===== src/rtl/microcode_sequencer.sv =====
// Microcode sequencer: steps through the instruction_decoder ROM, absorbs its
// one-cycle read latency and issues control words to the datapath.
module microcode_sequencer #(
    parameter int MAX_STEPS   = 8,
    parameter int FETCH_STEPS = 2,
    parameter int HLT_BIT     = 15
) (
    input  logic        clk,
    input  logic        rst_n,
    input  logic [3:0]  opcode,
    input  logic        run,
    input  logic        step_req,
    output logic [7:0]  rom_addr,
    input  logic [15:0] rom_data,
    output logic [15:0] ctrl,
    output logic        ctrl_valid,
    output logic [3:0]  step,
    output logic        halted
);
    localparam logic [3:0] LAST_STEP = 4'(MAX_STEPS - 1);
    localparam logic [3:0] FETCH_END = 4'(FETCH_STEPS);

    typedef enum logic [1:0] {S_IDLE, S_ADDR, S_EXEC, S_HALT} state_t;

    state_t     state_q, state_d;
    logic [3:0] step_q, step_d;
    logic [3:0] opsel_q, opsel_d;
    logic [7:0] rom_addr_q, rom_addr_d;
    logic       halted_q, halted_d;

    logic word_hlt;
    logic early_end;
    logic load_addr;

    // Fetch steps always read the shared opcode-0 rows; the opcode is captured
    // once, when the first body step is addressed, and held until the next fetch.
    function automatic logic [3:0] pick_opsel(input logic [3:0] s,
                                              input logic [3:0] op,
                                              input logic [3:0] held);
        if (s < FETCH_END) begin
            return 4'h0;
        end
        if (s == FETCH_END) begin
            return op;
        end
        return held;
    endfunction

    always_comb begin
        word_hlt   = rom_data[HLT_BIT];
        early_end  = !word_hlt && (rom_data == 16'h0000) && (step_q >= FETCH_END);
        // Gated by rst_n so nothing reaches the datapath in a reset cycle.
        ctrl_valid = rst_n && (state_q == S_EXEC) && !early_end;
        ctrl       = ctrl_valid ? rom_data : 16'h0000;
    end

    always_comb begin
        state_d    = state_q;
        step_d     = step_q;
        opsel_d    = opsel_q;
        rom_addr_d = rom_addr_q;
        load_addr  = 1'b0;

        case (state_q)
            S_IDLE: begin
                if (run || step_req) begin
                    load_addr = 1'b1;
                end
            end
            S_ADDR: begin
                state_d = S_EXEC;
            end
            S_EXEC: begin
                if (word_hlt) begin
                    state_d = S_HALT;
                end else begin
                    if (early_end || (step_q == LAST_STEP)) begin
                        step_d = 4'h0;
                    end else begin
                        step_d = step_q + 4'd1;
                    end
                    // Single-step requests only count in IDLE, so only run chains steps.
                    if (run) begin
                        load_addr = 1'b1;
                    end else begin
                        state_d = S_IDLE;
                    end
                end
            end
            S_HALT: begin
                state_d = S_HALT;
            end
            default: begin
                state_d = S_IDLE;
            end
        endcase

        if (load_addr) begin
            state_d    = S_ADDR;
            opsel_d    = pick_opsel(step_d, opcode, opsel_q);
            rom_addr_d = {opsel_d, step_d};
        end

        halted_d = (state_d == S_HALT);
    end

    always_ff @(posedge clk) begin
        if (!rst_n) begin
            state_q    <= S_IDLE;
            step_q     <= 4'h0;
            opsel_q    <= 4'h0;
            rom_addr_q <= 8'h00;
            halted_q   <= 1'b0;
        end else begin
            state_q    <= state_d;
            step_q     <= step_d;
            opsel_q    <= opsel_d;
            rom_addr_q <= rom_addr_d;
            halted_q   <= halted_d;
        end
    end

    assign rom_addr = rom_addr_q;
    assign step     = step_q;
    assign halted   = halted_q;

endmodule


===== config.mk =====
export PLATFORM = sky130hd
export DESIGN_NAME = microcode_sequencer
export DESIGN_NICKNAME = d
export VERILOG_FILES = /design/src/rtl/microcode_sequencer.sv
export SDC_FILE = /design/constraint.sdc
export NUM_CORES = 1
export LEC_CHECK = 0
export BUFFER_PORTS_ARGS = -buffer_cell sky130_fd_sc_hd__buf_2
export CAP_MARGIN = 20
export CELL_PAD_IN_SITES_DETAIL_PLACEMENT = 2
export CELL_PAD_IN_SITES_GLOBAL_PLACEMENT = 2
export CORE_ASPECT_RATIO = 0.9
export CORE_UTILIZATION = 21
export DETAILED_ROUTE_END_ITERATION = 8
export GPL_ROUTABILITY_DRIVEN = 0
export PLACE_DENSITY_LB_ADDON = 0.1
export SLEW_MARGIN = 20
export SYNTH_ARGS = -nofsm -noshare
export SYNTH_HDL_FRONTEND = slang
export SYNTH_SLANG_ARGS = --single-unit
export TNS_END_PERCENT = 1

===== constraint.sdc =====
create_clock -name clk -period 2.7 [get_ports clk]
set_input_delay 0.54 -clock clk [delete_from_list [all_inputs] [get_ports clk]]
set_output_delay 0.54 -clock clk [all_outputs]
set_load 0.02 [all_outputs]

Word-level counts from Yosys, hierarchy flattened --
Cells that the tools add are included.
Storage, ports and cells: logic and storage cells 45, input bits 24, output and inout bits 30, register bits after elaboration 19
Operators by class: order comparisons 2, equal/unequal tests 6, reductions and logical operators 10, mux-type cells 21, add/sub/neg operators 1
Operator list (count):
- $mux 4 | 7
- $logic_not 16->1 | 1
- $mux 16 | 1
- $mux 1 | 8
- $eq 2x2->1 const B | 3
- $mux 2 | 3
- $pmux 2 s3 | 1
- $add 4x1->4 const B | 1
- $eq 4x2->1 const B | 1
- $eq 4x3->1 const B | 1
- $ge 4x2->1 const B | 1
- $logic_and 1x1->1 | 4
- $lt 4x2->1 const B | 1
- $eq 2x1->1 const B | 1
- $logic_not 1->1 | 2
- $logic_not 2->1 | 1
- $logic_or 1x1->1 | 2
- $pmux 1 s2 | 1

Depth between registers and ports, before layout --
Gate-level depths: netlist of the first run.
word-level depth 14, mapped depth 8, mapped depth without buffers 8

Worst setup path after synthesis of the first run --
No wires, ideal clock.
kind reg2out, from register step_q[0], in the netlist step[0], to output ctrl[10], stages on the path, launching flop included 9, arrival time 2379 ps, slack -219 ps, data required time 2160 ps, cells stage by stage dfxtp_1 inv_1 ha_1 or4_4 nand3_2 nor2_2 nor4b_2 clkbuf_1 and2_1
On the way: word-level cells in the longest chain between the ends 5
Ends and longest elaborated chain:
- start, declared | RTL line 26 | logic [3:0] step_q, step_d;
- start signal, assigned | RTL line 116 | step_q <= step_d;
- $ge 4x2->1 | RTL line 51 | early_end = !word_hlt && (rom_data == 16'h0000) && (step_q >= FETCH_END);
- $logic_and 1x1->1 | RTL line 51
- $logic_not 1->1 | RTL line 53 | ctrl_valid = rst_n && (state_q == S_EXEC) && !early_end;
- $logic_and 1x1->1 | RTL line 53
- named net ctrl_valid | RTL line 16 | output logic ctrl_valid,
- $mux 16 | RTL line 54 | ctrl = ctrl_valid ? rom_data : 16'h0000;
- end, declared | RTL line 15 | output logic [15:0] ctrl,
The timed path passes the listed nets, and every way through them passes these cells.

Final worst setup path of the first run --
from register step_q[0], in the netlist step[0], to output ctrl[14]
On the way: word-level cells in the longest chain between the ends 5
Ends and longest elaborated chain (RTL line):
- $ge 4x2->1 | 51
- $logic_and 1x1->1 | 51
- $logic_not 1->1 | 53
- $logic_and 1x1->1 | 53
- $mux 16 | 54
No other way between the ends.

==> results of run 1 <==
worst max-delay path, delay by kind of cell, from the launching register on:
kind / cells / cell delay, ps
buffers and inverters: 3 / 360
AND/OR/NAND/NOR: 5 / 950
adder cells (fa/ha/maj): 1 / 180
flip-flops: 1 / 330
routing by layer:
layer	wire [um]	global-route usage	vias up	part of all wire
li1	-	-	536	-
met1	1500	0.196	526	0.45
met2	1620	0.271	42	0.48
met3	205	0.0256	2	0.061
met4	20	0.0525	0	0.0060
met5	0	0	-	0
cell usage after synthesis:
| master | n | area (sq um) |
|---|---|---|
| a21oi_1 | 7 | 35.0 |
| nor2_2 | 1 | 6.26 |
| a211oi_1 | 1 | 7.51 |
| mux2i_1 | 1 | 10.0 |
| nor2_1 | 6 | 22.5 |
| nor3b_1 | 2 | 15.0 |
| or4_1 | 4 | 30.0 |
| o31a_1 | 1 | 8.76 |
| xor2_1 | 1 | 8.76 |
| o31ai_2 | 1 | 12.5 |
| and2_1 | 18 | 113 |
| nand3b_1 | 1 | 7.51 |
| nand4_1 | 4 | 25.0 |
| nor4_1 | 5 | 31.3 |
| nor4bb_1 | 1 | 10.0 |
| nand3_1 | 8 | 40.0 |
| nand2_1 | 11 | 41.3 |
| nor3_1 | 1 | 5.00 |
| o31ai_1 | 1 | 7.51 |
| inv_1 | 4 | 15.0 |
| nor2b_1 | 1 | 6.26 |
| clkbuf_1 | 3 | 11.3 |
| nor4b_2 | 1 | 15.0 |
| ha_1 | 2 | 25.0 |
| dfxtp_1 | 15 | 300 |
| and3_1 | 1 | 6.26 |
| or4_4 | 1 | 11.3 |
| o21ai_1 | 2 | 10.0 |
| o21ai_0 | 7 | 35.0 |
| nand3_2 | 1 | 10.0 |
sequential cells by signal (all words and copies together), names as in the netlist:
signal and count:
state_q 2, step 4, halted 1, opsel_q 4, rom_addr 4
power by group:
group / internal [uW] / switching [uW]
Sequential: 231 / 8.39
Combinational: 48.5 / 67.5
Clock: 104 / 77.5
Total: 384 / 153
cell families (layout without fill, tap and decap cells):
logic type | count (synthesis) | in the layout | synth area share
compound gates | 20 | 20 | 0.132
fa+ha+maj | 2 | 2 | 0.0284
buf+inv | 7 | 71 | 0.0298
mux | 1 | 1 | 0.0113
flops | 15 | 15 | 0.340
simple gates | 67 | 67 | 0.448
xor+xnor | 1 | 1 | 0.00993
repair_timing:
action	CTS	global route
gates cloned	0	0
hold buffers	0	0
pin swaps	1	1
setup endpoints to repair	17	16
gates resized for setup	1	18
buffers inserted	2	0
hold endpoints to repair	0	0
worst paths after layout:
check / cells past startpoint / slack (ps) / from / endpoint
setup reg to reg: 8 / 190 / step[1]$_SDFF_PN0_ / opsel_q[3]$_SDFFE_PN0P_
hold / removal: 2 / 500 / rom_addr[0]$_SDFFE_PN0P_ / rom_addr[0]$_SDFFE_PN0P_
setup / recovery: 9 / 100 / step[0]$_SDFF_PN0_ / ctrl[14]
hold reg to reg: 2 / 500 / rom_addr[0]$_SDFFE_PN0P_ / rom_addr[0]$_SDFFE_PN0P_
layout by cell type, fill, tap and decap left out, types with 3 or more instances in the layout:
master     n
nor2_1     6
inv_1      4
buf_4     24
and2_1    18
dfxtp_1   14
o21ai_0    7
buf_2     37
nand2_1   11
or4_1      4
nor4_1     5
nand4_1    4
clkbuf_8   3
nand3_1    8
a21oi_1    7
layout make-up:
cell class / instances / area, sq um / share of cell area
timing repair buffer: 63 / 388 / 0.283
tap: 46 / 57.6 / 0.0420
sequential: 15 / 302 / 0.220
inverter: 4 / 15.0 / 0.0109
multi-input combinational: 91 / 564 / 0.411
clock buffer: 4 / 45.0 / 0.0328
metrics by stage:
stage	std cells	total power, uW
after detailed placement	217	354
after floorplan	113	299
after CTS	223	544
final	223	537
after global placement	217	349
after global routing	223	565
==> results.py, run 1 <==
metrics = {
    "run_status": {
        "status": "completed",
    },
    "cells_and_area": {
        "finish.instance_area_sq_um": 1370,
        "antennaDiodeCount": 0,
        "fillers": 461,
        "finalNetCount": 204,
        "drive_above_1_share": 0.407,
        "synthToLayoutAreaGrowth_pct": 55.5,
        "post-route-util": 0.355,
    },
    "die": {
        "coreArea_sq_um": 3860,
        "num_rows": 21,
        "fp.dieW_um": 70.3,
        "die-area_sq_um": 4460,
        "start_util": 0.228,
        "die_h_um": 63.5,
        "ioPinCount": 54,
    },
    "place": {
        "portBuffers": 53,
        "dp_slack_ps": -200,
        "place_area_sq_um": 1250,
        "dpl.hpwl_um": 2640,
    },
    "route": {
        "num_vias": 1106,
        "drc_errors": 0,
        "wl_per_cell_um": 15.0,
        "viasPerCell": 4.96,
        "routed_wl_um": 3350,
        "dr.pass1.iters": 4,
        "antenna_left": 0,
        "drt_iter0_markers": 6,
    },
    "synth": {
        "synth_area_sq_um": 882,
        "synth.avg_cell_area_sq_um": 7.81,
        "syn-instance-count": 113,
        "synth_cell_type_count": 30,
        "seq_area_frac_synth": 0.340,
        "yosys_warnings": 0,
        "syn-num-nets": 139,
        "synth_seq_cells": 15,
    },
    "worst_setup_path": {
        "worstPathRequired_ps": 2160,
        "path_max_fanout": 8,
        "arrival_ps": 2060,
        "path_class": "register to primary output",
        "slowest_delay_ps": 420,
        "crit_path_cell_trace": "inv_1 > ha_1 > or4_4 > nand3_2 > nor2_2 > nor4b_4 > buf_4 > and2_1 > buf_4",
        "crit_slowest_cell": "or4_4",
        "crit_top_cell": "buf_4",
        "worst_setup_path_start_kind": "register",
        "end_kind": "primary output",
    },
    "timing": {
        "worstMarginPinSlew_ps": 682,
        "skew_ps": 4.58,
        "hold_slack_ps": 495,
        "timing.fmax_ghz": 0.384,
        "hold_viol_final": 0,
        "finalSetupTns_ps": 0,
        "slew_headroom": 0.543,
        "fin_crit_ps": 2600,
        "drv_slew": 0,
        "fin_crit_sh": 0.964,
        "rsz0062_at_grt": "yes",
        "timing.final.ws_setup_ps": 96.0,
        "setup_viol": 0,
    },
    "global_route": {
        "grt_max_degree": 17,
        "grt_overflow_total": 0,
        "grt_pass1_vias": 1192,
        "grt_usage": 0.157,
        "grt_pass1_wl_um": 5630,
        "antenna_found_initial": 0,
    },
    "clocking": {
        "cts_buffers": 3,
        "clock_latency_ps": 250,
        "cts_sinks": 15,
        "clk_pin_slew_ps": 60,
        "clk_path_buf_depth": 2,
        "cts_htree_levels": 1,
        "cts_root_buffer": "clkbuf_8",
        "cts_tree": "done",
    },
    "run": {
        "max_cap_violations": 0,
    },
    "pwr": {
        "p_per_area_nw_per_um2": 392,
        "leakagePower_uw": 0.000665,
        "peakVddDrop_v": 0.000219,
    },
    "worst_hold_path": {
        "min_path_type": "register to register",
    },
}
(Power assumes the default switching activity.)
==> run 2, diff against run 1 <==
--- a/config.mk
+++ b/config.mk
@@ -9,6 +9,7 @@
 export CAP_MARGIN = 20
-export CELL_PAD_IN_SITES_DETAIL_PLACEMENT = 2
-export CELL_PAD_IN_SITES_GLOBAL_PLACEMENT = 2
+export CELL_PAD_IN_SITES_DETAIL_PLACEMENT = 1
+export CELL_PAD_IN_SITES_GLOBAL_PLACEMENT = 1
 export CORE_ASPECT_RATIO = 0.9
-export CORE_UTILIZATION = 21
+export CORE_UTILIZATION = 30
+export CTS_BUF_LIST = sky130_fd_sc_hd__clkbuf_8
 export DETAILED_ROUTE_END_ITERATION = 8
==> constraint.sdc (replaced) <==
create_clock -name clk -period 2.7 [get_ports clk]
set_input_delay 0.27 -clock clk [delete_from_list [all_inputs] [get_ports clk]]
set_output_delay 0.27 -clock clk [all_outputs]
set_load 0.02 [all_outputs]
==> results.py, run 2 (same netlist as run 1, synthesis figures left out) <==
metrics = {
    "worst_setup_path": {
        "end_kind": "primary output",
        "path_class": "register to primary output",
        "reg2reg_slack_ps": 350,
        "worstPathRequired_ps": 2430,
        "r2r_cells": 7,
        "reg2reg_from": "step[0]$_SDFF_PN0_",
        "worstSetupEndpoint": "ctrl[10]",
        "crit_path_cell_trace": "inv_1 > ha_1 > or4_4 > nand3_2 > nor2_2 > nor4b_2 > buf_4 > and2_1 > buf_2",
        "crit_start": "step[0]$_SDFF_PN0_",
        "crit_slowest_cell": "dfxtp_1",
        "worst_setup_path_start_kind": "register",
        "reg2reg_to": "opsel_q[3]$_SDFFE_PN0P_",
        "slowest_delay_ps": 420,
        "arrival_ps": 2260,
        "path_max_fanout": 17,
    },
    "cells_and_area": {
        "fin_cells": 209,
        "finalNetCount": 196,
        "antennaDiodeCount": 0,
        "finish.instance_area_sq_um": 1250,
        "synthToLayoutAreaGrowth_pct": 41.3,
        "drive_above_1_share": 0.373,
        "layout_common_cells": "53 x buf_2, 18 x and2_1, 15 x dfxtp_1",
        "final_common_cell": "buf_2",
    },
    "global_route": {
        "grt_overflow_total": 0,
        "grt_max_degree": 18,
        "grt_usage": 0.179,
        "antenna_found_initial": 0,
        "grt_pass1_wl_um": 4280,
        "grt_pass1_vias": 979,
    },
    "timing": {
        "finalSetupTns_ps": 0,
        "timing.final.ws_setup_ps": 167,
        "hold_viol_final": 0,
        "rsz0062_at_grt": "no",
        "drv_slew": 0,
        "worstMarginPinSlew_ps": 604,
        "fin_crit_sh": 0.938,
        "setup_viol": 0,
        "slew_headroom": 0.595,
        "fin_crit_ps": 2530,
        "timing.fmax_ghz": 0.395,
        "skew_ps": 0.677,
    },
    "route": {
        "dr.pass1.iters": 4,
        "viasPerCell": 5.02,
        "routed_wl_um": 2680,
        "wl_per_cell_um": 12.8,
        "drt_iter0_markers": 37,
        "num_vias": 1050,
        "drc_errors": 0,
        "antenna_left": 0,
    },
    "clocking": {
        "postCtsSetupRepairBufs": 0,
        "cts_sinks": 15,
        "cts_tree": "done",
        "clk_path_buf_depth": 2,
        "cts_buffers": 3,
        "clk_pin_slew_ps": 60,
        "cts-resized-gates": 0,
        "clock_latency_ps": 250,
        "cts_hold_buf": 0,
        "cts_root_buffer": "clkbuf_8",
        "cts_htree_levels": 1,
    },
    "pwr": {
        "leakagePower_uw": 0.000625,
        "peakVddDrop_v": 0.000220,
        "p_per_area_nw_per_um2": 417,
    },
    "worst_hold_path": {
        "min_path_type": "primary input to register",
        "holdCritStartpoint": "run",
    },
    "place": {
        "dp_slack_ps": 349,
        "dpl.hpwl_um": 2130,
        "portBuffers": 53,
        "place_area_sq_um": 1200,
        "dp.cells": 205,
    },
    "run": {
        "max_cap_violations": 0,
    },
    "run_status": {
        "status": "completed",
    },
    "die": {
        "die-area_sq_um": 3160,
        "num_rows": 18,
        "start_util": 0.318,
        "die_h_um": 53.4,
        "coreArea_sq_um": 2770,
        "ioPinCount": 54,
        "fp.dieW_um": 59.2,
    },
}
[run 2: area by class of cell]
cell class / instances / area, sq um
sequential: 15 / 300
clock buffer: 3 / 41.3
fill: 384 / 1520
timing repair buffer: 55 / 280
multi-input combinational: 91 / 556
clock inverter: 1 / 3.75
tap: 40 / 50.0
inverter: 4 / 15.0
[run 2: where the power goes]
group	switching, uW	leakage (uW)	internal (uW)
clock network	77.7	0.0000269	101
logic	62.0	0.000476	40.0
registers	8.22	0.000122	231
[run 2: per-layer routing]
layer  vias to the layer above  part of all wire  GRT usage
met5                         -                 0          0
met4                         0                 0     0.0238
met3                         0             0.056     0.0465
met2                        31              0.53      0.358
met1                       498              0.41      0.189
li1                        521                 -          -
[run 2: critical path: cells and delay by family, from the launching register on]
kind / cells / cell delay (ps)
flops: 1 / 420
buf+inv: 3 / 450
simple gates: 5 / 970
fa+ha+maj: 1 / 190
[run 2: how the worst min path moves through the flow]
| stage | end | slack (ps) | cells after the start |
|---|---|---|---|
| finish | state_q[0]$_SDFF_PN0_ | 270 | 3 |
| global route | state_q[0]$_SDFF_PN0_ | 290 | 3 |
| CTS | state_q[0]$_SDFF_PN0_ | 260 | 3 |
| detailed placement | rom_addr[0]$_SDFFE_PN0P_ | 490 | 2 |
| global placement | rom_addr[0]$_SDFFE_PN0P_ | 470 | 2 |
| floorplan | state_q[0]$_SDFF_PN0_ | 400 | 2 |
[run 2: stage by stage]
stage	utilization	hold slack, ps	total power [uW]
floorplan	-	398	299
global placement	0.434	469	342
detailed placement	0.434	489	346
CTS	0.450	265	528
global route	0.450	289	549
finish	0.450	269	519
==> run 3, diff against run 2 <==
Settings changed: ABC_AREA from default to 1, CAP_MARGIN 20 to default, CORE_UTILIZATION 30 to 28.
==> results.py, run 3 <==
metrics = {
    "run_status": {
        "status": "completed",
    },
    "worst_setup_path": {
        "path_class": "register to primary output",
        "slowest_delay_ps": 430,
        "path_buf_inv": 2,
        "worstPathRequired_ps": 2430,
        "reg2reg_from": "step[0]$_SDFF_PN0_",
        "crit_top_cell": "nand3_1",
        "path_max_fanout": 17,
        "crit_start": "step[0]$_SDFF_PN0_",
        "cp.depth": 8,
        "end_kind": "primary output",
        "crit_slowest_cell": "nand3_1",
        "arrival_ps": 2050,
        "worstSetupEndpoint": "ctrl[13]",
        "worst_setup_path_start_kind": "register",
        "crit_family": "simple AND/OR/NAND/NOR gates",
        "reg2reg_to": "opsel_q[3]$_SDFFE_PN0P_",
        "reg2reg_slack_ps": 950,
        "r2r_cells": 11,
        "crit_path_cell_trace": "inv_1 > ha_1 > nor2_1 > nand3_1 > nand3_1 > nand3_1 > nor2_1 > buf_2",
    },
    "cells_and_area": {
        "synthToLayoutAreaGrowth_pct": 39.8,
        "layout_common_cells": "53 x buf_2, 36 x nor2_1, 28 x inv_1",
        "post-route-util": 0.410,
        "finalNetCount": 227,
        "antennaDiodeCount": 0,
        "final_common_cell": "buf_2",
        "finish.instance_area_sq_um": 1260,
        "drive_above_1_share": 0.325,
    },
    "die": {
        "die_h_um": 55.8,
        "start_util": 0.293,
        "coreArea_sq_um": 3070,
        "num_rows": 19,
        "fp.dieW_um": 61.8,
        "ioPinCount": 54,
        "die-area_sq_um": 3440,
    },
    "pwr": {
        "leakagePower_uw": 0.000750,
        "peakVddDrop_v": 0.000220,
        "power.total_uw": 525,
        "p_per_area_nw_per_um2": 418,
    },
    "global_route": {
        "grt_max_degree": 18,
        "grt_pass1_vias": 1065,
        "grt_overflow_total": 0,
        "antenna_found_initial": 0,
        "grt_pass1_wl_um": 4370,
        "grt_usage": 0.167,
    },
    "synth": {
        "yosys_warnings": 0,
        "netlist_top_cells_area": "dfxtp_1 33%, nor2_1 15%, inv_1 11%",
        "yosysMostFrequentCell": "nor2_1",
        "synth_seq_cells": 15,
        "synth_area_sq_um": 900,
        "synth-edff-count": 0,
        "yosysTopAreaCell": "dfxtp_1",
        "synth_cell_type_count": 24,
        "yosysTopAreaCellShare": 0.334,
        "synth_ff_type": "dfxtp_1",
        "synthArstFlopShare": 0,
        "seq_area_frac_synth": 0.334,
        "syn-instance-count": 144,
        "netlist_top_cells_count": "36 x nor2_1, 27 x inv_1, 22 x nand2_1",
        "synth.avg_cell_area_sq_um": 6.25,
        "syn-num-nets": 170,
    },
    "clocking": {
        "cts_buffers": 3,
        "cts-resized-gates": 0,
        "cts_htree_levels": 1,
        "cts_sinks": 15,
        "cts_root_buffer": "clkbuf_8",
        "cts_hold_buf": 0,
        "postCtsSetupRepairBufs": 0,
        "clk_path_buf_depth": 2,
        "clk_pin_slew_ps": 60,
        "cts_tree": "done",
        "clock_latency_ps": 250,
    },
    "place": {
        "dpl.hpwl_um": 2190,
        "place_area_sq_um": 1210,
        "portBuffers": 53,
    },
    "timing": {
        "fin_crit_ps": 2320,
        "skew_ps": 1.06,
        "rsz0062_at_grt": "no",
        "finalSetupTns_ps": 0,
        "slew_headroom": 0.611,
        "hold_viol_final": 0,
        "hold_slack_ps": 297,
        "setup_viol": 0,
        "drv_slew": 0,
        "timing.fmax_ghz": 0.431,
        "worstMarginPinSlew_ps": 582,
        "fin_crit_sh": 0.859,
    },
    "worst_hold_path": {
        "min_path_type": "primary input to register",
    },
    "route": {
        "drt_iter0_markers": 27,
        "viasPerCell": 4.48,
        "antenna_left": 0,
        "num_vias": 1085,
        "routed_wl_um": 2620,
        "wl_per_cell_um": 10.8,
        "dr.pass1.iters": 4,
        "drc_errors": 0,
    },
    "run": {
        "max_cap_violations": 0,
    },
}
run 3: through the flow:
stage               cells  setup WS, ps
finish                242           380
global placement      238           724
detailed placement    238           620
global route          242          82.6
floorplan             144           720
CTS                   242           346
run 3: cells by family (layout without fill, tap and decap cells):
family          count (synthesis)  count (layout)  synth area share
buf+inv                        32              88             0.135
simple gates                   80              80             0.398
compound gates                 15              15             0.106
flops                          15              15             0.334
fa+ha+maj                       2               2            0.0278
run 3: area by class of cell:
class	count	area [sq um]
inverter	31	116
fill	441	1810
sequential	15	300
tap	42	52.6
multi-input combinational	97	478
clock inverter	1	3.75
clock buffer	3	41.3
timing repair buffer	53	265
run 3: worst min path at each step:
stage / startpoint / to / cells past startpoint
after detailed placement: opsel_q[2]$_SDFFE_PN0P_ / opsel_q[2]$_SDFFE_PN0P_ / 2
final: opcode[2] / opsel_q[2]$_SDFFE_PN0P_ / 3
after global routing: opcode[2] / opsel_q[2]$_SDFFE_PN0P_ / 3
after floorplan: rst_n / rom_addr[2]$_SDFFE_PN0P_ / 2
after global placement: opsel_q[2]$_SDFFE_PN0P_ / opsel_q[2]$_SDFFE_PN0P_ / 2
after CTS: opcode[3] / opsel_q[3]$_SDFFE_PN0P_ / 3
run 3: tightest hold or removal path, stage by stage:
cell and delay, ps:
buf_2 100, nand4_1 80, a21oi_1 60
run 3: per-layer routing:
layer  track usage  up-vias  routed length, um
li1              -      558                  -
met1         0.195      498               1170
met2         0.300       29               1340
met3        0.0442        0                108
met4        0.0286        0                  0
met5             0        -                  0
run 3: power breakdown:
group,switching [uW],leakage (uW),internal [uW]
clock network,81.0,0.0000269,101
logic,66.6,0.000601,39.2
registers,6.88,0.000122,231
